## src/rtl/imem_fetch_ctrl.sv

```systemverilog
// -----------------------------------------------------------------------------
// imem_fetch_ctrl
//
// IF-stage sequencer for a synchronous-read instruction memory. The memory has
// a 1-cycle read latency and is word addressed through mem_addr[7:2]. This
// block owns the PC, issues reads, and tags each returning word with the PC it
// was fetched from. A one-entry skid buffer absorbs the word that is already in
// flight when the hazard unit stalls. A redirect (taken branch/jump) squashes
// the in-flight and held words. Out of reset the memory first belongs to the
// program loader (LOAD). Fetching starts after load_done (RUN).
//
// Optional build macro:
//   IMEM_BOOT_BYPASS_EN - reset goes straight to RUN at RESET_PC. LOAD is
//                         unreachable, the write port is tied off and the
//                         loader inputs are unused. The image then comes from
//                         the memory's init file.
//
// Ports:
//   clk            clock; all state changes on posedge
//   reset          asynchronous active-low reset (0 = reset)
//   load_valid     loader write strobe (honoured in LOAD only)
//   load_addr      loader byte address
//   load_data      loader write data
//   load_done      loader finished; start fetching
//   stall          hazard-unit stall of the IF stage
//   redirect_valid branch/jump taken
//   redirect_pc    redirect target (bits [1:0] ignored)
//   mem_addr       memory byte address
//   mem_rd_en      memory read strobe
//   mem_wr_en      memory write strobe
//   mem_wr_data    memory write data
//   mem_rdata      memory read data, valid 1 cycle after mem_rd_en
//   if_valid       instruction valid to IF/ID
//   if_pc          PC of the presented instruction
//   if_instr       presented instruction (NOP_INSTR when if_valid = 0)
//   state          2'b00 LOAD, 2'b01 RUN
// -----------------------------------------------------------------------------
module imem_fetch_ctrl #(
  parameter logic [31:0] RESET_PC  = 32'h0000_0000,
  parameter logic [31:0] NOP_INSTR = 32'h0000_0013
) (
  input  logic        clk,
  input  logic        reset,
  input  logic        load_valid,
  input  logic [31:0] load_addr,
  input  logic [31:0] load_data,
  input  logic        load_done,
  input  logic        stall,
  input  logic        redirect_valid,
  input  logic [31:0] redirect_pc,
  output logic [31:0] mem_addr,
  output logic        mem_rd_en,
  output logic        mem_wr_en,
  output logic [31:0] mem_wr_data,
  input  logic [31:0] mem_rdata,
  output logic        if_valid,
  output logic [31:0] if_pc,
  output logic [31:0] if_instr,
  output logic [1:0]  state
);

  typedef enum logic [1:0] {
    ST_LOAD = 2'b00,
    ST_RUN  = 2'b01
  } state_t;

`ifdef IMEM_BOOT_BYPASS_EN
  localparam state_t RESET_STATE = ST_RUN;
`else
  localparam state_t RESET_STATE = ST_LOAD;
`endif

  state_t      r_state;
  logic [31:0] r_pc;           // next fetch address
  logic        r_inflight;     // a read was issued last cycle
  logic [31:0] r_inflight_pc;  // PC of that read
  logic        r_hold_valid;   // skid entry occupied
  logic [31:0] r_hold_pc;
  logic [31:0] r_hold_instr;
  logic [31:0] r_last_pc;      // PC shown on if_pc while nothing is valid

  logic        w_run;
  logic        w_issue;
  logic        w_pres_valid;
  logic [31:0] w_pres_pc;
  logic [31:0] w_pres_instr;
  logic        w_if_valid;
  logic        w_consume;
  logic        w_capture;

  // The word-align mask drops the low target bits on purpose.
  logic [1:0]  w_unused_redirect_lsb;
  assign w_unused_redirect_lsb = redirect_pc[1:0];

`ifdef IMEM_BOOT_BYPASS_EN
  logic w_unused_loader;
  assign w_unused_loader = ^{load_valid, load_addr, load_data, load_done};
`endif

  // Gating with reset keeps every strobe quiet while reset is asserted, even
  // in the bypass build where the reset state is already RUN.
  assign w_run = (r_state == ST_RUN) && reset;

  // No new read while stalled or redirecting, so at most one word is ever in
  // flight and the single skid entry can never overflow.
  assign w_issue = w_run && !stall && !redirect_valid && !(r_hold_valid && stall);

  // The held word is older than anything in flight, so it is presented first.
  always_comb begin
    // NOTE: every signal assigned here gets a default first, so no path can
    // leave it unassigned and infer a latch.
    w_pres_valid = 1'b0;
    w_pres_pc    = r_last_pc;
    w_pres_instr = NOP_INSTR;
    if (r_hold_valid) begin
      w_pres_valid = 1'b1;
      w_pres_pc    = r_hold_pc;
      w_pres_instr = r_hold_instr;
    end else if (r_inflight) begin
      w_pres_valid = 1'b1;
      w_pres_pc    = r_inflight_pc;
      w_pres_instr = mem_rdata;
    end
  end

  // A redirect kills whatever is being presented in the same cycle.
  assign w_if_valid = w_run && w_pres_valid && !redirect_valid;
  assign w_consume  = w_if_valid && !stall;
  // The returning word must be parked when IF/ID cannot take it, because the
  // memory output is only valid for this one cycle.
  assign w_capture  = r_inflight && !r_hold_valid && stall;

  assign if_valid = w_if_valid;
  assign if_pc    = w_if_valid ? w_pres_pc : r_last_pc;
  assign if_instr = w_if_valid ? w_pres_instr : NOP_INSTR;
  assign state    = r_state;

  always_comb begin
    mem_rd_en   = w_issue;
    mem_wr_en   = 1'b0;
    mem_wr_data = '0;
    mem_addr    = '0;
    if (w_run) mem_addr = r_pc;
`ifndef IMEM_BOOT_BYPASS_EN
    else if (reset && r_state == ST_LOAD) begin
      mem_wr_en   = load_valid;
      mem_addr    = load_addr;
      mem_wr_data = load_data;
    end
`endif
  end

  // NOTE: sequential state uses non-blocking assignments only, so every
  // right-hand side below sees the pre-edge value of each register.
  always_ff @(posedge clk or negedge reset) begin
    if (!reset) begin
      r_state       <= RESET_STATE;
      r_pc          <= RESET_PC;
      r_inflight    <= 1'b0;
      r_inflight_pc <= RESET_PC;
      r_hold_valid  <= 1'b0;
      r_hold_pc     <= RESET_PC;
      r_hold_instr  <= NOP_INSTR;
      r_last_pc     <= RESET_PC;
    end else begin
      case (r_state)
        ST_LOAD: begin
`ifndef IMEM_BOOT_BYPASS_EN
          // A write on the same cycle as load_done still lands, via the
          // combinational write port above.
          if (load_done) begin
            r_state <= ST_RUN;
            r_pc    <= RESET_PC;
          end
`endif
        end

        ST_RUN: begin
          if (redirect_valid) begin
            // Squash: the in-flight and held words belong to the wrong path.
            r_pc         <= {redirect_pc[31:2], 2'b00};
            r_inflight   <= 1'b0;
            r_hold_valid <= 1'b0;
          end else begin
            r_inflight <= w_issue;
            if (w_issue) begin
              r_pc          <= r_pc + 32'd4;
              r_inflight_pc <= r_pc;
            end
            if (w_capture) begin
              r_hold_valid <= 1'b1;
              r_hold_pc    <= r_inflight_pc;
              r_hold_instr <= mem_rdata;
            end else if (w_consume && r_hold_valid) begin
              r_hold_valid <= 1'b0;
            end
          end
          if (w_if_valid) r_last_pc <= w_pres_pc;
        end

        default: r_state <= RESET_STATE;
      endcase
    end
  end

endmodule

```

## config.mk

```make
export PLATFORM = sky130hd
export DESIGN_NAME = imem_fetch_ctrl
export DESIGN_NICKNAME = d
export VERILOG_FILES = /design/src/rtl/imem_fetch_ctrl.sv
export SDC_FILE = /design/constraint.sdc
export NUM_CORES = 1
export LEC_CHECK = 0
export CAP_MARGIN = 20
export CORE_MARGIN = 2
export CORE_UTILIZATION = 47
export DETAILED_ROUTE_END_ITERATION = 7
export GPL_TIMING_DRIVEN = 1
export PLACE_DENSITY = 0.82
export SYNTH_ARGS = -nofsm -noshare
export SYNTH_HDL_FRONTEND = slang
export SYNTH_SLANG_ARGS = --single-unit
```

## constraint.sdc

```tcl
create_clock -name clk -period 2.3 [get_ports clk]
set_input_delay 0.46 -clock clk [delete_from_list [all_inputs] [get_ports clk]]
set_output_delay 0.46 -clock clk [all_outputs]
set_load 0.02 [all_outputs]
```

==> results.json, run 1 <==
{
  "gp_congestion": 0.8666,
  "placed_cells": 1335,
  "die_h_um": 135.5,
  "vdd_drop_max_v": 0.0006155,
  "layout.nets": 1308,
  "cp_cell_sequence": "nor2b_4 -> o211ai_1 -> buf_6 -> buf_12 -> buf_12 -> a221oi_4 -> nor2_2 -> buf_6",
  "status": "complete, but fails checks",
  "yosys_warnings": 0,
  "fin_skew_ps": 9.764,
  "vias_per_cell": 5.769,
  "setup_ws_ps": -150.1,
  "wire_per_inst_um": 21.45,
  "clk_latency_ps": 430,
  "dieArea_sq_um": 18360,
  "ios": 267,
  "syn_area_sq_um": 8128,
  "leakage_nw": 5.999,
  "syn_area_per_cell_sq_um": 9.517,
  "arrival_ps": 1990,
  "slowest_delay_ps": 370,
  "area_growth_pct": 61.24,
  "hold_viol_final": 0,
  "drcViolationCount": 0,
  "die_x_um": 135.5,
  "final_cells": 1413,
  "cts_inserted_buffers": 17,
  "clock_path_buffers": 2,
  "cts_tree": "yes",
  "cp_max_fo": 8,
  "core_sq_um": 17120,
  "ys_types": 56,
  "critPathRequiredTime_ps": 1840,
  "clock.fmax_mhz": 408.2,
  "io_buffers": 263,
  "cts_root_buffer": "clkbuf_16",
  "grt_pass1_vias": 8101,
  "layout_min_cycle_time_ps": 2450,
  "critPathSlowestCell": "dfrtp_2",
  "violations": "setup timing",
  "layout_commonest_cell": "dfrtp_1",
  "wl_um": 30310,
  "hpwlAfterDp_um": 17280,
  "ant_nets": 0,
  "most-common-layout-cells": "dfrtp_1 (152), clkdlybuf4s50_1 (130), nand2_1 (118)",
  "syn-num-nets": 989,
  "syn_inst": 854,
  "holdCritPathClass": "primary input to async pin",
  "max-slew-margin-rel_pct": 40.62,
  "path_buf_inv": 4,
  "grt-ovfl-total": 0,
  "antenna_found_initial": 2,
  "clkTransAtPathRegs_ps": 70,
  "startpoint_type": "flop",
  "slew_viol_final": 0,
  "setup_viol": 44,
  "drive_above_1_share_pct": 37.86,
  "htree_levels": 4,
  "maxCapViolCount": 0,
  "fin_setup_tns_ps": -3575,
  "grt_max_degree": 71,
  "synth.yosys.seq_area_share_pct": 48.38,
  "track_usage_pct": 31.17,
  "synth-seq-cells": 157,
  "rsz0062_at_grt": "true",
  "crit_type": "flop to primary output",
  "tightestPinTransition_ps": 890.6,
  "startpoint": "state[0]$_DFFE_PN0P_",
  "drtPass1Iterations": 5,
  "path_delay_family": "buffers and inverters",
  "cellPowerDensity_nw_per_um2": 692.7,
  "worstSetupEndpointType": "primary output",
  "vias": 8151,
  "start_util_pct": 47.49,
  "fp-row-count": 48,
  "r2r-start": "state[0]$_DFFE_PN0P_",
  "grt_pass1_wl_um": 44050,
  "drt_iter0_markers": 760,
  "cts_sinks": 157,
  "min_period_over_period_pct": 106.5
}
## synthesized netlist by cell type, drive strengths merged
cell type | count | share of area, %
xnor2 | 1 | 0.11
a21boi | 1 | 0.092
a31oi | 5 | 0.38
nor4 | 5 | 0.57
nor2b | 34 | 2.6
dfstp | 3 | 0.97
a21oi | 10 | 0.62
xor2 | 2 | 0.22
mux2 | 62 | 8.6
nand2 | 120 | 5.5
a22o | 2 | 0.22
o211a | 1 | 0.12
nor3b | 2 | 0.18
dfrtp | 154 | 47
o21ai | 35 | 2.2
a221o | 2 | 0.25
a32oi | 3 | 0.32
nor3 | 8 | 0.75
mux2i | 32 | 3.9
o21bai | 2 | 0.18
a22oi | 40 | 3.7
and2 | 43 | 3.3
a41oi | 1 | 0.11
nand3 | 11 | 0.80
a221oi | 30 | 3.2
or2 | 1 | 0.077
o311ai | 5 | 0.54
o22ai | 5 | 0.38
and4 | 1 | 0.11
nor2 | 134 | 6.2
or3 | 2 | 0.15
a21o | 3 | 0.28
nand4 | 12 | 1.2
conb | 1 | 0.046
clkbuf | 39 | 1.8
nand2b | 2 | 0.15
o2bb2ai | 2 | 0.22
ha | 1 | 0.15
inv | 7 | 0.32
and3 | 5 | 0.40
buf | 23 | 1.4
o211ai | 2 | 0.18
## worst paths after layout
path / depth (start not counted) / to / slack (ps)
max: 8 / if_pc[10] / -150
min: 3 / r_pc[23]$_DFFE_PN0P_ / 90
max reg2reg: 7 / r_pc[20]$_DFFE_PN0P_ / 200
min reg2reg: 1 / r_last_pc[0]$_DFFE_PN0P_ / 480
max in group asynchronous: 4 / r_inflight_pc[15]$_DFFE_PN0P_ / 1450
min in group clk: 1 / r_last_pc[0]$_DFFE_PN0P_ / 480
## repair_timing
action,in CTS,in global routing
setup endpoints to repair,131,124
resized for setup,530,178
pin swaps,7,9
buffers inserted,16,16
gates cloned,7,9
hold buffers,0,0
## per-stage QoR
stage | setup WS [ps] | utilization (%) | total power, mW | hold slack [ps] | instance area [sq um]
2_1_floorplan | 17.15 | - | 4.821 | 164.4 | 8195
4_1_cts | -126.0 | 74.97 | 8.845 | 74.50 | 12830
3_5_place_dp | -764.3 | 66.72 | 5.884 | 465.1 | 11420
3_3_place_gp | -704.8 | 66.72 | 5.788 | 461.4 | 11420
5_1_grt | -210.3 | 76.56 | 9.424 | 87.19 | 13110
6_report | -150.1 | 76.56 | 9.078 | 88.63 | 13110
## routing by layer
metal	vias to the layer above	track usage [%]	part of all wire, %
met4	0	16.03	4.6
met1	3965	40.15	39
met3	95	5.200	6.8
met2	456	50.87	49
met5	-	0	0
li1	3635	-	-
## worst min-delay path, cell delays in order
cell and delay (ps):
buf_6 90, buf_4 150, buf_12 150
## cell families after synthesis
family                   Yosys count  share of synthesized area, %
XOR/XNOR                           3                        0.3233
AO/OA/AOI/OAI                    149                         13.02
AND/OR/NAND/NOR                  380                         22.04
other                              1                       0.04614
buffers and inverters             69                         3.495
flip-flops                       157                         48.38
multiplexers                      94                         12.53
adder cells (fa/ha/maj)            1                        0.1539
## flip-flops by register name, indices dropped and copies added, names as in the netlist
name,flops
r_hold_instr,32
r_hold_valid,1
r_hold_pc,30
state,1
r_inflight_pc,30
r_pc,30
r_last_pc,32
r_inflight,1
## cell type report
cell class	instances	area [sq um]
flip-flops and latches	157	3935
fillers	1073	4011
well taps	225	281.5
multi-input cells	628	4750
repair buffers	362	3527
clock buffers	17	425.4
inverters	7	38.79
clock inverters	15	142.6
diodes	2	5.005
## report_power, final
group	internal (mW)	switching [mW]
combinational	1.15	1.14
clock	1.45	1.31
sequential	3.36	0.671
total	5.95	3.12
Note: power is estimated with default switching activity, not from simulation.
==> inputs of run 2 (changes only) <==
CORE_MARGIN = 4   (was 2)
==> run 2 against run 1 <==
Against the previous run: the flow still finishes with violations (setup timing); clock skew increased by 1.1 ps; sequential power fell by 1%; sequential cell count is the same; worst setup slack improved by 51 ps; core utilization is 1.2 points higher; sequential share of layout area grew 0.15 points; fmax grew 2.1%; clock-buffer cell count is the same; critical endpoint is now if_pc[14]; largest cell class unchanged.
==> results.json, run 2 (synthesis results as in run 1) <==
{
  "cts_tree": "yes",
  "status": "complete, but fails checks",
  "drt_iter0_markers": 806,
  "vias_per_cell": 5.843,
  "die_x_um": 139.5,
  "ios": 267,
  "met3_length_um": 2048,
  "die_h_um": 139.5,
  "ant_nets": 0,
  "arrival_ps": 1940,
  "startpoint": "state[0]$_DFFE_PN0P_",
  "rsz0062_at_grt": "true",
  "leakage_nw": 5.981,
  "crit_end": "if_pc[14]",
  "startpoint_type": "flop",
  "io_buffers": 263,
  "cts_inserted_buffers": 17,
  "fin_setup_tns_ps": -2822,
  "crit_type": "flop to primary output",
  "vias": 8210,
  "wire_per_inst_um": 21.54,
  "fp-row-count": 47,
  "core_sq_um": 16760,
  "cp_max_fo": 7,
  "setup_ws_ps": -99.41,
  "track_usage_pct": 28.47,
  "clock_path_buffers": 2,
  "cellPowerDensity_nw_per_um2": 696.3,
  "highest_layer": "met4",
  "antenna_found_initial": 2,
  "wl_met1_um": 11980,
  "cts_sinks": 157,
  "wl_met2_um": 15050,
  "maxCapViolCount": 0,
  "violations": "setup timing",
  "start_util_pct": 48.50,
  "slew_viol_final": 0,
  "worstSetupEndpointType": "primary output",
  "area_growth_pct": 60.42,
  "vdd_drop_max_v": 0.0005153,
  "holdCritPathClass": "primary input to async pin",
  "hold_viol_final": 0,
  "drive_above_1_share_pct": 37.36,
  "placed_cells": 1326,
  "final_cells": 1405,
  "max-slew-margin-rel_pct": 57.33,
  "rr_worst_depth": 6,
  "reg_top3": "r_hold_instr (32), r_last_pc (32)",
  "gp_congestion": 0.8755,
  "grt-ovfl-total": 0,
  "clkTransAtPathRegs_ps": 60,
  "critPathRequiredTime_ps": 1840,
  "hpwlAfterDp_um": 17840,
  "fin_skew_ps": 10.91,
  "wl_um": 30260,
  "tightestPinTransition_ps": 640.0,
  "r2r_end": "r_pc[30]$_DFFE_PN0P_",
  "grt_pass1_wl_um": 44460,
  "grt_pass1_vias": 8182,
  "drtPass1Iterations": 5,
  "drcViolationCount": 0,
  "setup_viol": 60,
  "reg2reg_slack_ps": 250,
  "grt_max_degree": 63,
  "most-common-layout-cells": "dfrtp_1 (152), clkdlybuf4s50_1 (130), nand2_1 (117)",
  "layout_min_cycle_time_ps": 2399,
  "clk_latency_ps": 430,
  "r2r-start": "r_pc[4]$_DFFE_PN0P_",
  "min_period_over_period_pct": 104.3,
  "layout_commonest_cell": "dfrtp_1",
  "clock.fmax_mhz": 416.8,
  "dieArea_sq_um": 19460,
  "htree_levels": 4,
  "layout.nets": 1305,
  "cts_root_buffer": "clkbuf_16"
}
## run 2: changes by cell type in the layout (fill, tap and decap cells not counted), moves of 6 or more
cell           before  now
a22oi_2             2   24
buf_4              79  105
clkbuf_2           55   28
buf_12             26   12
dlygate4sd2_1       2    8
and2_1             41   35
nor2_1             68   94
a22oi_1            38   16
nor2_4             26    4
and2_4              1    7
buf_6              26   45
buf_2              28   14
## run 2: how the worst min path moves through the flow
stage	slack, ps	from	end
after floorplan	160	reset	r_hold_instr[10]$_DFFE_PN0P_
after global placement	360	reset	r_pc[2]$_DFFE_PN0P_
after detailed placement	360	reset	r_pc[3]$_DFFE_PN0P_
after CTS	100	reset	r_pc[28]$_DFFE_PN0P_
after global routing	120	reset	r_hold_instr[3]$_DFFE_PN0P_
final	100	reset	r_pc[31]$_DFFE_PN0P_
## run 2: stage by stage
step	hold slack, ps	setup slack, ps	area (sq um)	utilization [%]	power (mW)
4_1_cts	101.2	-179.3	12400	73.96	8.770
3_3_place_gp	358.0	-668.6	11360	67.76	5.776
2_1_floorplan	164.4	17.15	8195	-	4.821
3_5_place_dp	360.0	-691.6	11360	67.76	5.872
6_report	102.0	-99.41	13040	77.80	9.079
5_1_grt	117.5	-178.9	13040	77.80	9.456
## run 2: per-layer routing
metal,track usage [%],vias to the layer above
li1,-,3642
met1,36.61,4056
met2,47.96,428
met3,4.220,84
met4,12.46,0
met5,0,-
## run 2: cell type report
class	instances	area (sq um)
Antenna cell	2	5.005
Clock buffer	17	425.4
Clock inverter	15	175.2
Fill cell	1081	3721
Inverter	7	32.53
Multi-Input combinational cell	628	4702
Sequential cell	157	3935
Tap cell	220	275.3
Timing Repair Buffer	359	3488
## run 2: critical path: stages, from the launching register on
cell      delay [ps]
dfrtp_2          360
nor2b_4          140
o211ai_1          90
buf_4            180
buf_6            140
buf_16           150
a221oi_4         220
nor2_2            80
buf_6            130
## run 2: where the power goes
part	internal [mW]	switching, mW	leakage (nW)
registers	3.36	0.613	1.96
logic	1.13	1.11	3.73
clock network	1.64	1.24	0.286
total	6.12	2.96	5.98
## run 2: repair_timing
item	in CTS	in global routing
hold endpoints to repair	2	0
hold buffers	1	0
pin swaps	1	28
endpoints found under the setup margin	131	111
buffers inserted	5	27
cloned	6	7
resized for setup	477	262
